===== config.mk =====
export PLATFORM = sky130hd
export DESIGN_NAME = sddr_init_seq
export DESIGN_NICKNAME = d
export VERILOG_FILES = /design/src/rtl/sddr_pkg.sv /design/src/rtl/sddr_wait_timer.sv /design/src/rtl/sddr_init_seq.sv
export SDC_FILE = /design/constraint.sdc
export NUM_CORES = 1
export LEC_CHECK = 0
export CAP_MARGIN = 20
export CORE_ASPECT_RATIO = 0.7
export CORE_MARGIN = 2
export CORE_UTILIZATION = 45
export CTS_BUF_LIST = sky130_fd_sc_hd__clkbuf_4
export CTS_CLUSTER_DIAMETER = 30
export CTS_CLUSTER_SIZE = 24
export DETAILED_ROUTE_END_ITERATION = 16
export PLACE_DENSITY_LB_ADDON = 0.15
export SLEW_MARGIN = 30
export SYNTH_ARGS = -nofsm -noshare
export SYNTH_HDL_FRONTEND = slang
export SYNTH_SLANG_ARGS = --single-unit
export TNS_END_PERCENT = 20

===== constraint.sdc =====
create_clock -name cpu_clock_i -period 3.1 [get_ports cpu_clock_i]
set_input_delay 0.62 -clock cpu_clock_i [delete_from_list [all_inputs] [get_ports cpu_clock_i]]
set_output_delay 0.62 -clock cpu_clock_i [all_outputs]
set_load 0.005 [all_outputs]

===== src/rtl/sddr_pkg.sv =====
// sddr_pkg: shared register map, reset_state bits, DDR3 command encodings and sequencer states
package sddr_pkg;
  localparam logic [15:0] REG_RESET_STATE = 16'h0000;
  localparam logic [15:0] REG_OVR_CMD     = 16'h0004;
  localparam logic [15:0] REG_OVR_ADDR    = 16'h0008;
  localparam int RS_DDR_RESET_N = 0;
  localparam int RS_PHY_RESET_N = 1;
  localparam int RS_BYPASS_N    = 3;
  localparam int RS_ODT         = 4;
  localparam int RS_CKE         = 5;
  localparam logic [31:0] RS_ALL_RESET = 32'h0;
  localparam logic [31:0] RS_RELEASED  = (32'd1 << RS_DDR_RESET_N) | (32'd1 << RS_PHY_RESET_N);
  localparam logic [31:0] RS_CKE_ON    = RS_RELEASED | (32'd1 << RS_CKE);
  localparam logic [31:0] RS_FINAL     = RS_CKE_ON | (32'd1 << RS_BYPASS_N) | (32'd1 << RS_ODT);
  // Command bits are {CS,RAS,CAS,WE}, all active low
  localparam logic [3:0] CMD_MRS  = 4'b0000;
  localparam logic [3:0] CMD_ZQCL = 4'b0110;
  localparam logic [3:0] CMD_NOP  = 4'b0111;
  // ZQCL requires A10 high
  localparam logic [15:0] ZQCL_ADDR = 16'h0400;
  typedef enum logic [3:0] {
    S_WR_RST0, S_WAIT_RST, S_WR_REL, S_WAIT_CKE, S_WR_CKE, S_WAIT_XPR,
    S_WR_ADDR, S_WR_CMD, S_WAIT, S_WR_FINAL, S_DONE
  } state_e;
  function automatic int max2(input int a, input int b);
    return a > b ? a : b;
  endfunction
endpackage


===== src/rtl/sddr_wait_timer.sv =====
// sddr_wait_timer: loadable down-counter; expired_o is high while the count sits at zero
// Ports: clk, rst (async high), load_i/load_val_i load a new count, expired_o flags zero.
module sddr_wait_timer #(
  parameter int W = 16
) (
  input  logic         clk,
  input  logic         rst,
  input  logic         load_i,
  input  logic [W-1:0] load_val_i,
  output logic         expired_o
);
  logic [W-1:0] cnt_q, cnt_d;
  always_comb cnt_d = load_i ? load_val_i : cnt_q - W'(cnt_q != '0);
  always_ff @(posedge clk or posedge rst)
    if (rst) cnt_q <= '0;
    else     cnt_q <= cnt_d;
  assign expired_o = cnt_q == '0;
endmodule


===== src/rtl/sddr_init_seq.sv =====
// sddr_init_seq: DDR3 power-up sequencer owning the sddr_ctrl command bus until init completes
// Ports: cpu_clock_i/reset_i (async high); restart_i reruns init from S_DONE; busy_o/done_o status;
// cpu_cmd_* CPU requests (passed through only when done); ctrl_cmd_* bus to sddr_ctrl.
module sddr_init_seq
  import sddr_pkg::*;
#(
  parameter int          BANK_BITS    = 3,
  parameter int          ROW_BITS     = 13,
  parameter int          T_RESET_CYC  = 20000,
  parameter int          T_CKE_CYC    = 50000,
  parameter int          T_XPR_CYC    = 27,
  parameter int          T_MRD_CYC    = 4,
  parameter int          T_MOD_CYC    = 12,
  parameter int          T_ZQINIT_CYC = 512,
  parameter logic [15:0] MR0          = 16'h0520,
  parameter logic [15:0] MR1          = 16'h0044,
  parameter logic [15:0] MR2          = 16'h0008,
  parameter logic [15:0] MR3          = 16'h0000
) (
  input  logic        cpu_clock_i,
  input  logic        reset_i,
  input  logic        restart_i,
  output logic        busy_o,
  output logic        done_o,
  input  logic        cpu_cmd_valid_i,
  input  logic [15:0] cpu_cmd_address_i,
  input  logic [31:0] cpu_cmd_data_i,
  input  logic        cpu_cmd_write_i,
  output logic        cpu_cmd_ack_o,
  output logic        ctrl_cmd_valid_o,
  output logic [15:0] ctrl_cmd_address_o,
  output logic [31:0] ctrl_cmd_data_o,
  output logic        ctrl_cmd_write_o,
  input  logic        ctrl_cmd_ack_i
);
  localparam int T_MAX = max2(max2(max2(T_RESET_CYC, T_CKE_CYC), max2(T_XPR_CYC, T_MRD_CYC)),
                              max2(T_MOD_CYC, T_ZQINIT_CYC));
  localparam int TW = $clog2(T_MAX + 1);

  state_e         state_q, state_d;
  logic [2:0]     step_q, step_d;
  logic           valid_q, valid_d;
  logic [15:0]    addr_q, addr_d;
  logic [31:0]    data_q, data_d;
  logic           load, expired, accept;
  logic [TW-1:0]  load_val;

  // Steps run MR2, MR3, MR1, MR0, then ZQCL
  function automatic logic [31:0] step_addr_word(input logic [2:0] s);
    logic [31:0]          w;
    logic [15:0]          mr;
    logic [BANK_BITS-1:0] ba;
    mr = s == 3'd0 ? MR2 : s == 3'd1 ? MR3 : s == 3'd2 ? MR1 : s == 3'd3 ? MR0 : ZQCL_ADDR;
    ba = s == 3'd0 ? BANK_BITS'(2) : s == 3'd1 ? BANK_BITS'(3) : s == 3'd2 ? BANK_BITS'(1) : '0;
    w = '0;
    w[31 -: BANK_BITS] = ba;
    w[ROW_BITS:0] = mr[ROW_BITS:0];
    return w;
  endfunction

  function automatic logic [TW-1:0] step_wait(input logic [2:0] s);
    return s == 3'd3 ? TW'(T_MOD_CYC - 1) : s == 3'd4 ? TW'(T_ZQINIT_CYC - 1) : TW'(T_MRD_CYC - 1);
  endfunction

  assign accept = valid_q & ctrl_cmd_ack_i;

  // Timer is loaded Tn-1 on accept so the wait state exits, and the next request
  // is registered, exactly Tn edges after the accepting edge.
  always_comb begin
    state_d  = state_q;
    step_d   = step_q;
    load     = 1'b0;
    load_val = '0;
    case (state_q)
      S_WR_RST0:  if (accept) begin state_d = S_WAIT_RST; load = 1'b1; load_val = TW'(T_RESET_CYC - 1); end
      S_WAIT_RST: if (expired) state_d = S_WR_REL;
      S_WR_REL:   if (accept) begin state_d = S_WAIT_CKE; load = 1'b1; load_val = TW'(T_CKE_CYC - 1); end
      S_WAIT_CKE: if (expired) state_d = S_WR_CKE;
      S_WR_CKE:   if (accept) begin state_d = S_WAIT_XPR; load = 1'b1; load_val = TW'(T_XPR_CYC - 1); end
      S_WAIT_XPR: if (expired) state_d = S_WR_ADDR;
      S_WR_ADDR:  if (accept) state_d = S_WR_CMD;
      S_WR_CMD:   if (accept) begin state_d = S_WAIT; load = 1'b1; load_val = step_wait(step_q); end
      S_WAIT:     if (expired) begin
        state_d = step_q < 3'd4 ? S_WR_ADDR : S_WR_FINAL;
        step_d  = step_q < 3'd4 ? step_q + 3'd1 : step_q;
      end
      S_WR_FINAL: if (accept) state_d = S_DONE;
      S_DONE:     if (restart_i) begin state_d = S_WR_RST0; step_d = '0; end
      default:    state_d = S_WR_RST0;
    endcase
    // Request registers follow the next state, so a request stays stable until accepted
    valid_d = state_d inside {S_WR_RST0, S_WR_REL, S_WR_CKE, S_WR_ADDR, S_WR_CMD, S_WR_FINAL};
    addr_d  = state_d == S_WR_ADDR ? REG_OVR_ADDR : state_d == S_WR_CMD ? REG_OVR_CMD : REG_RESET_STATE;
    data_d  = state_d == S_WR_REL   ? RS_RELEASED :
              state_d == S_WR_CKE   ? RS_CKE_ON :
              state_d == S_WR_FINAL ? RS_FINAL :
              state_d == S_WR_ADDR  ? step_addr_word(step_d) :
              state_d == S_WR_CMD   ? {28'b0, step_d == 3'd4 ? CMD_ZQCL : CMD_MRS} : RS_ALL_RESET;
  end

  always_ff @(posedge cpu_clock_i or posedge reset_i)
    if (reset_i) begin
      state_q <= S_WR_RST0;
      step_q  <= '0;
      valid_q <= 1'b0;
      addr_q  <= '0;
      data_q  <= '0;
    end else begin
      state_q <= state_d;
      step_q  <= step_d;
      valid_q <= valid_d;
      addr_q  <= addr_d;
      data_q  <= data_d;
    end

  sddr_wait_timer #(.W(TW)) u_timer (
    .clk        (cpu_clock_i),
    .rst        (reset_i),
    .load_i     (load),
    .load_val_i (load_val),
    .expired_o  (expired)
  );

  assign done_o             = state_q == S_DONE;
  assign busy_o             = !done_o;
  assign cpu_cmd_ack_o      = done_o & ctrl_cmd_ack_i;
  assign ctrl_cmd_valid_o   = done_o ? cpu_cmd_valid_i   : valid_q;
  assign ctrl_cmd_address_o = done_o ? cpu_cmd_address_i : addr_q;
  assign ctrl_cmd_data_o    = done_o ? cpu_cmd_data_i    : data_q;
  assign ctrl_cmd_write_o   = done_o ? cpu_cmd_write_i   : valid_q;
endmodule


==> results.yml <==
run_status:
  status: "complete, no violations"
worst_setup_path:
  path_cells: "and4bb_2 > buf_12 > mux2_2 > clkdlybuf4s50_1"
  r2r_end: "u_timer.cnt_q[4]"
  crit_family: "buffers and inverters"
  worstPathRequired_ns: 2.48
  r2r_cells: 9
  rrSetupSlack_ns: 0.43
  crit_path_top_delay_cell: "dfrtp_2"
  critical_path.max_fanout: 54
  crit_path_end_kind: "output pin"
  slowest_delay_ns: 0.50
  crit_buf_inv: 2
  cp.arrival_ns: 2.26
  crit_type: "register to output pin"
  r2r_start: "u_timer.cnt_q[11]"
  cp-start-kind: "register"
timing:
  post-route-period-util_pct: 92.77
  clock_skew_ns: 0.006771
  fin_tns_setup_ns: 0
  worstMarginPinSlew_ns: 0.5254
  max_freq_ghz: 0.3477
  fin_crit_ns: 2.876
  hold_viol_final: 0
  drv_slew: 0
  rsz0062_at_grt: "no"
  setup_viol: 0
  relSlewSlack_pct: 64.90
flow_run:
  cap_violations: 0
power_and_ir_drop:
  seq_power_share_pct: 47.2
  ir_worst_vdd_v: 0.0002679
  swShare_pct: 32.78
  p_leak_nw: 1.612
  comb_power_share_pct: 28.9
  p_int_w: 0.0009552
  powerDensity_mw_per_mm2: 369.8
  net-switching-power_w: 0.0004657
  pwr-share-clk_pct: 23.9
floorplan:
  start_util_pct: 45.95
  fp.dieW_um: 94.94
  die_area_mm2: 0.006423
  io_pins: 107
  rows: 23
  die_h_um: 67.66
  core_mm2: 0.005669
clocking:
  cts.repair.resized: 0
  clockBufferDepth: 2
  insertion_delay_ns: 0.35
  cts_root_buffer: "clkbuf_4"
  cts_max_level: 2
  numClockSinks: 37
  cts_buffers: 5
  postCtsSetupRepairBufs: 0
  cts_tree: "yes"
  clk_transition_reported_paths_ns: 0.12
  cts_hold_buf: 0
synth:
  async_reset_ff_share_pct: 100.0
  ys.flop_type: "dfrtp_1"
  synthCells: 289
  synth_cell_types: 59
  syn-num-nets: 347
  synth_top_family_by_area: "simple AND/OR/NAND/NOR gates"
  ys_warn_count: 0
  synth-seq-cells: 37
  synth-simple-area-share_pct: 33.19
  synthMuxAreaShare_pct: 7.301
  synth_xor_area_share_pct: 4.707
  synthAdderAreaFrac_pct: 1.921
  synth_area_mm2: 0.002605
  synth_edf_count: 0
  synth_compound_area_share_pct: 12.78
  synth_area_per_cell_um2: 9.014
  ys_seq_area_share_pct: 35.54
placed_design:
  dpl.cell_count: 462
  place_area_mm2: 0.003762
  portBuffers: 106
  gp_congestion: 0.9283
  dp_hpwl_mm: 5.525
route:
  drt-initial-drc-count: 150
  drt-pass1-iter-count: 4
  vias: 2471
  ant_nets: 0
  avgRoutedWirePerCell_um: 15.20
  vias_per_cell: 5.257
  routed_wl_mm: 7.145
  post-route-drc-count: 0
global_route:
  grt_max_degree: 55
  grt_pass1_vias: 2221
  grt_pass1_wl_mm: 11.07
  gr-total-overflow: 0
  grt_use_total_pct: 22.38
  antenna_found_initial: 0
cells_and_area:
  final_cell_mix: "106 x clkdlybuf4s50_1, 39 x and2_1, 36 x dfrtp_1"
  multi_input_area_mm2: 0.001560
  fin_nets: 452
  drive_gt1_share_pct: 12.15
  final_cells: 470
  finalInstanceArea_mm2: 0.003842
  syn_to_final_growth_pct: 47.50
  regArea_um2: 927.1
  fillers: 483
  n_antenna_cell: 0
  layout_commonest_cell: "clkdlybuf4s50_1"
min_path:
  hold_class: "register to register"
  whs_endpoint: "step_q[0]"
  hold_depth: 1
  worstHoldStart: "step_q[0]"
## cells by family after synthesis
family,count (synthesis)
multiplexers,17
AND/OR/NAND/NOR,145
flip-flops,37
AO/OA/AOI/OAI,44
buffers and inverters,28
adder cells (fa/ha/maj),4
XOR/XNOR,14
## sequential cells by signal, summed over array words and instances, names as in the netlist
| name | count |
|---|---|
| data_q | 11 |
| u_timer.cnt_q | 16 |
| state_q | 4 |
| addr_q | 2 |
| step_q | 3 |
| valid_q | 1 |
## synthesized netlist by cell type (all sizes together) (4+ instances only)
cell type  number  area [µm²]
a21o            4       31.28
a21oi          14       70.07
and2           40       250.2
buf             8       42.54
clkbuf          9       35.03
dfrtp          37       925.9
ha              4       50.05
inv            11       41.29
mux2           16       180.2
nand2          27       108.9
nand2b          4       25.02
nand3           7       35.03
nor2           21       78.83
nor2b           5       31.28
nor3           10       55.05
nor3b           7       52.55
nor4            5       46.29
nor4b           5       58.80
o21ai           8       40.04
xnor2           8       70.07
xor2            6       52.55
## how the worst max path moves through the flow
| stage | startpoint | slack, ns | cells past startpoint | end |
|---|---|---|---|---|
| CTS | state_q[3] | 0.11 | 4 | ctrl_cmd_address_o[2] |
| floorplan | state_q[1] | 0.65 | 5 | ctrl_cmd_data_o[10] |
| global placement | ctrl_cmd_ack_i | 0.44 | 7 | data_q[1] |
| finish | state_q[3] | 0.22 | 4 | ctrl_cmd_address_o[2] |
| detailed placement | ctrl_cmd_ack_i | 0.36 | 8 | data_q[3] |
| global route | state_q[3] | 0.12 | 4 | ctrl_cmd_data_o[6] |
## worst register-to-register path, delay by kind of cell, from the launching register on
| family | cells | cell delay, ns |
|---|---|---|
| and+or+nand+nor | 4 | 1.02 |
| DFF | 1 | 0.46 |
| adders and majority gates | 2 | 0.43 |
| AOI/OAI and AO/OA | 2 | 0.42 |
| xor gates and xnor gates | 1 | 0.24 |
## power groups by stage
stage	registers [W]	clock network (W)	logic [W]
after global placement	0.000670	0	0.000398
final	0.000671	0.000339	0.000411
after floorplan	0.000653	0	0.000269
after CTS	0.000668	0.000348	0.000410
after global routing	0.000682	0.000373	0.000463
after detailed placement	0.000678	0	0.000408
## layer usage
layer | vias to the layer above | part of all wire (%) | track usage, %
li1 | 1214 | - | -
met1 | 1141 | 45 | 32.06
met2 | 109 | 44 | 33.51
met3 | 7 | 9.4 | 5.357
met4 | 0 | 0.97 | 6.884
met5 | - | 0 | 0
## final cells by class
cell class | instances | share of cell area (%)
flip-flops and latches | 37 | 24.13
multi-input cells | 224 | 40.61
clock inverters | 3 | 1.075
repair buffers | 115 | 29.70
well taps | 75 | 2.442
inverters | 11 | 1.075
clock buffers | 5 | 0.9769
## per-stage QoR
stage | util, % | setup slack [ns] | total power [W] | hold slack (ns)
6_report | 67.78 | 0.2242 | 0.001421 | 0.5983
3_3_place_gp | 66.37 | 0.4414 | 0.001068 | 0.5667
5_1_grt | 67.78 | 0.1182 | 0.001517 | 0.6639
4_1_cts | 67.76 | 0.1122 | 0.001426 | 0.5919
3_5_place_dp | 66.37 | 0.3616 | 0.001086 | 0.5730
2_1_floorplan | - | 0.6479 | 0.0009217 | 0.5268
Note: power is estimated with default switching activity, not from simulation.
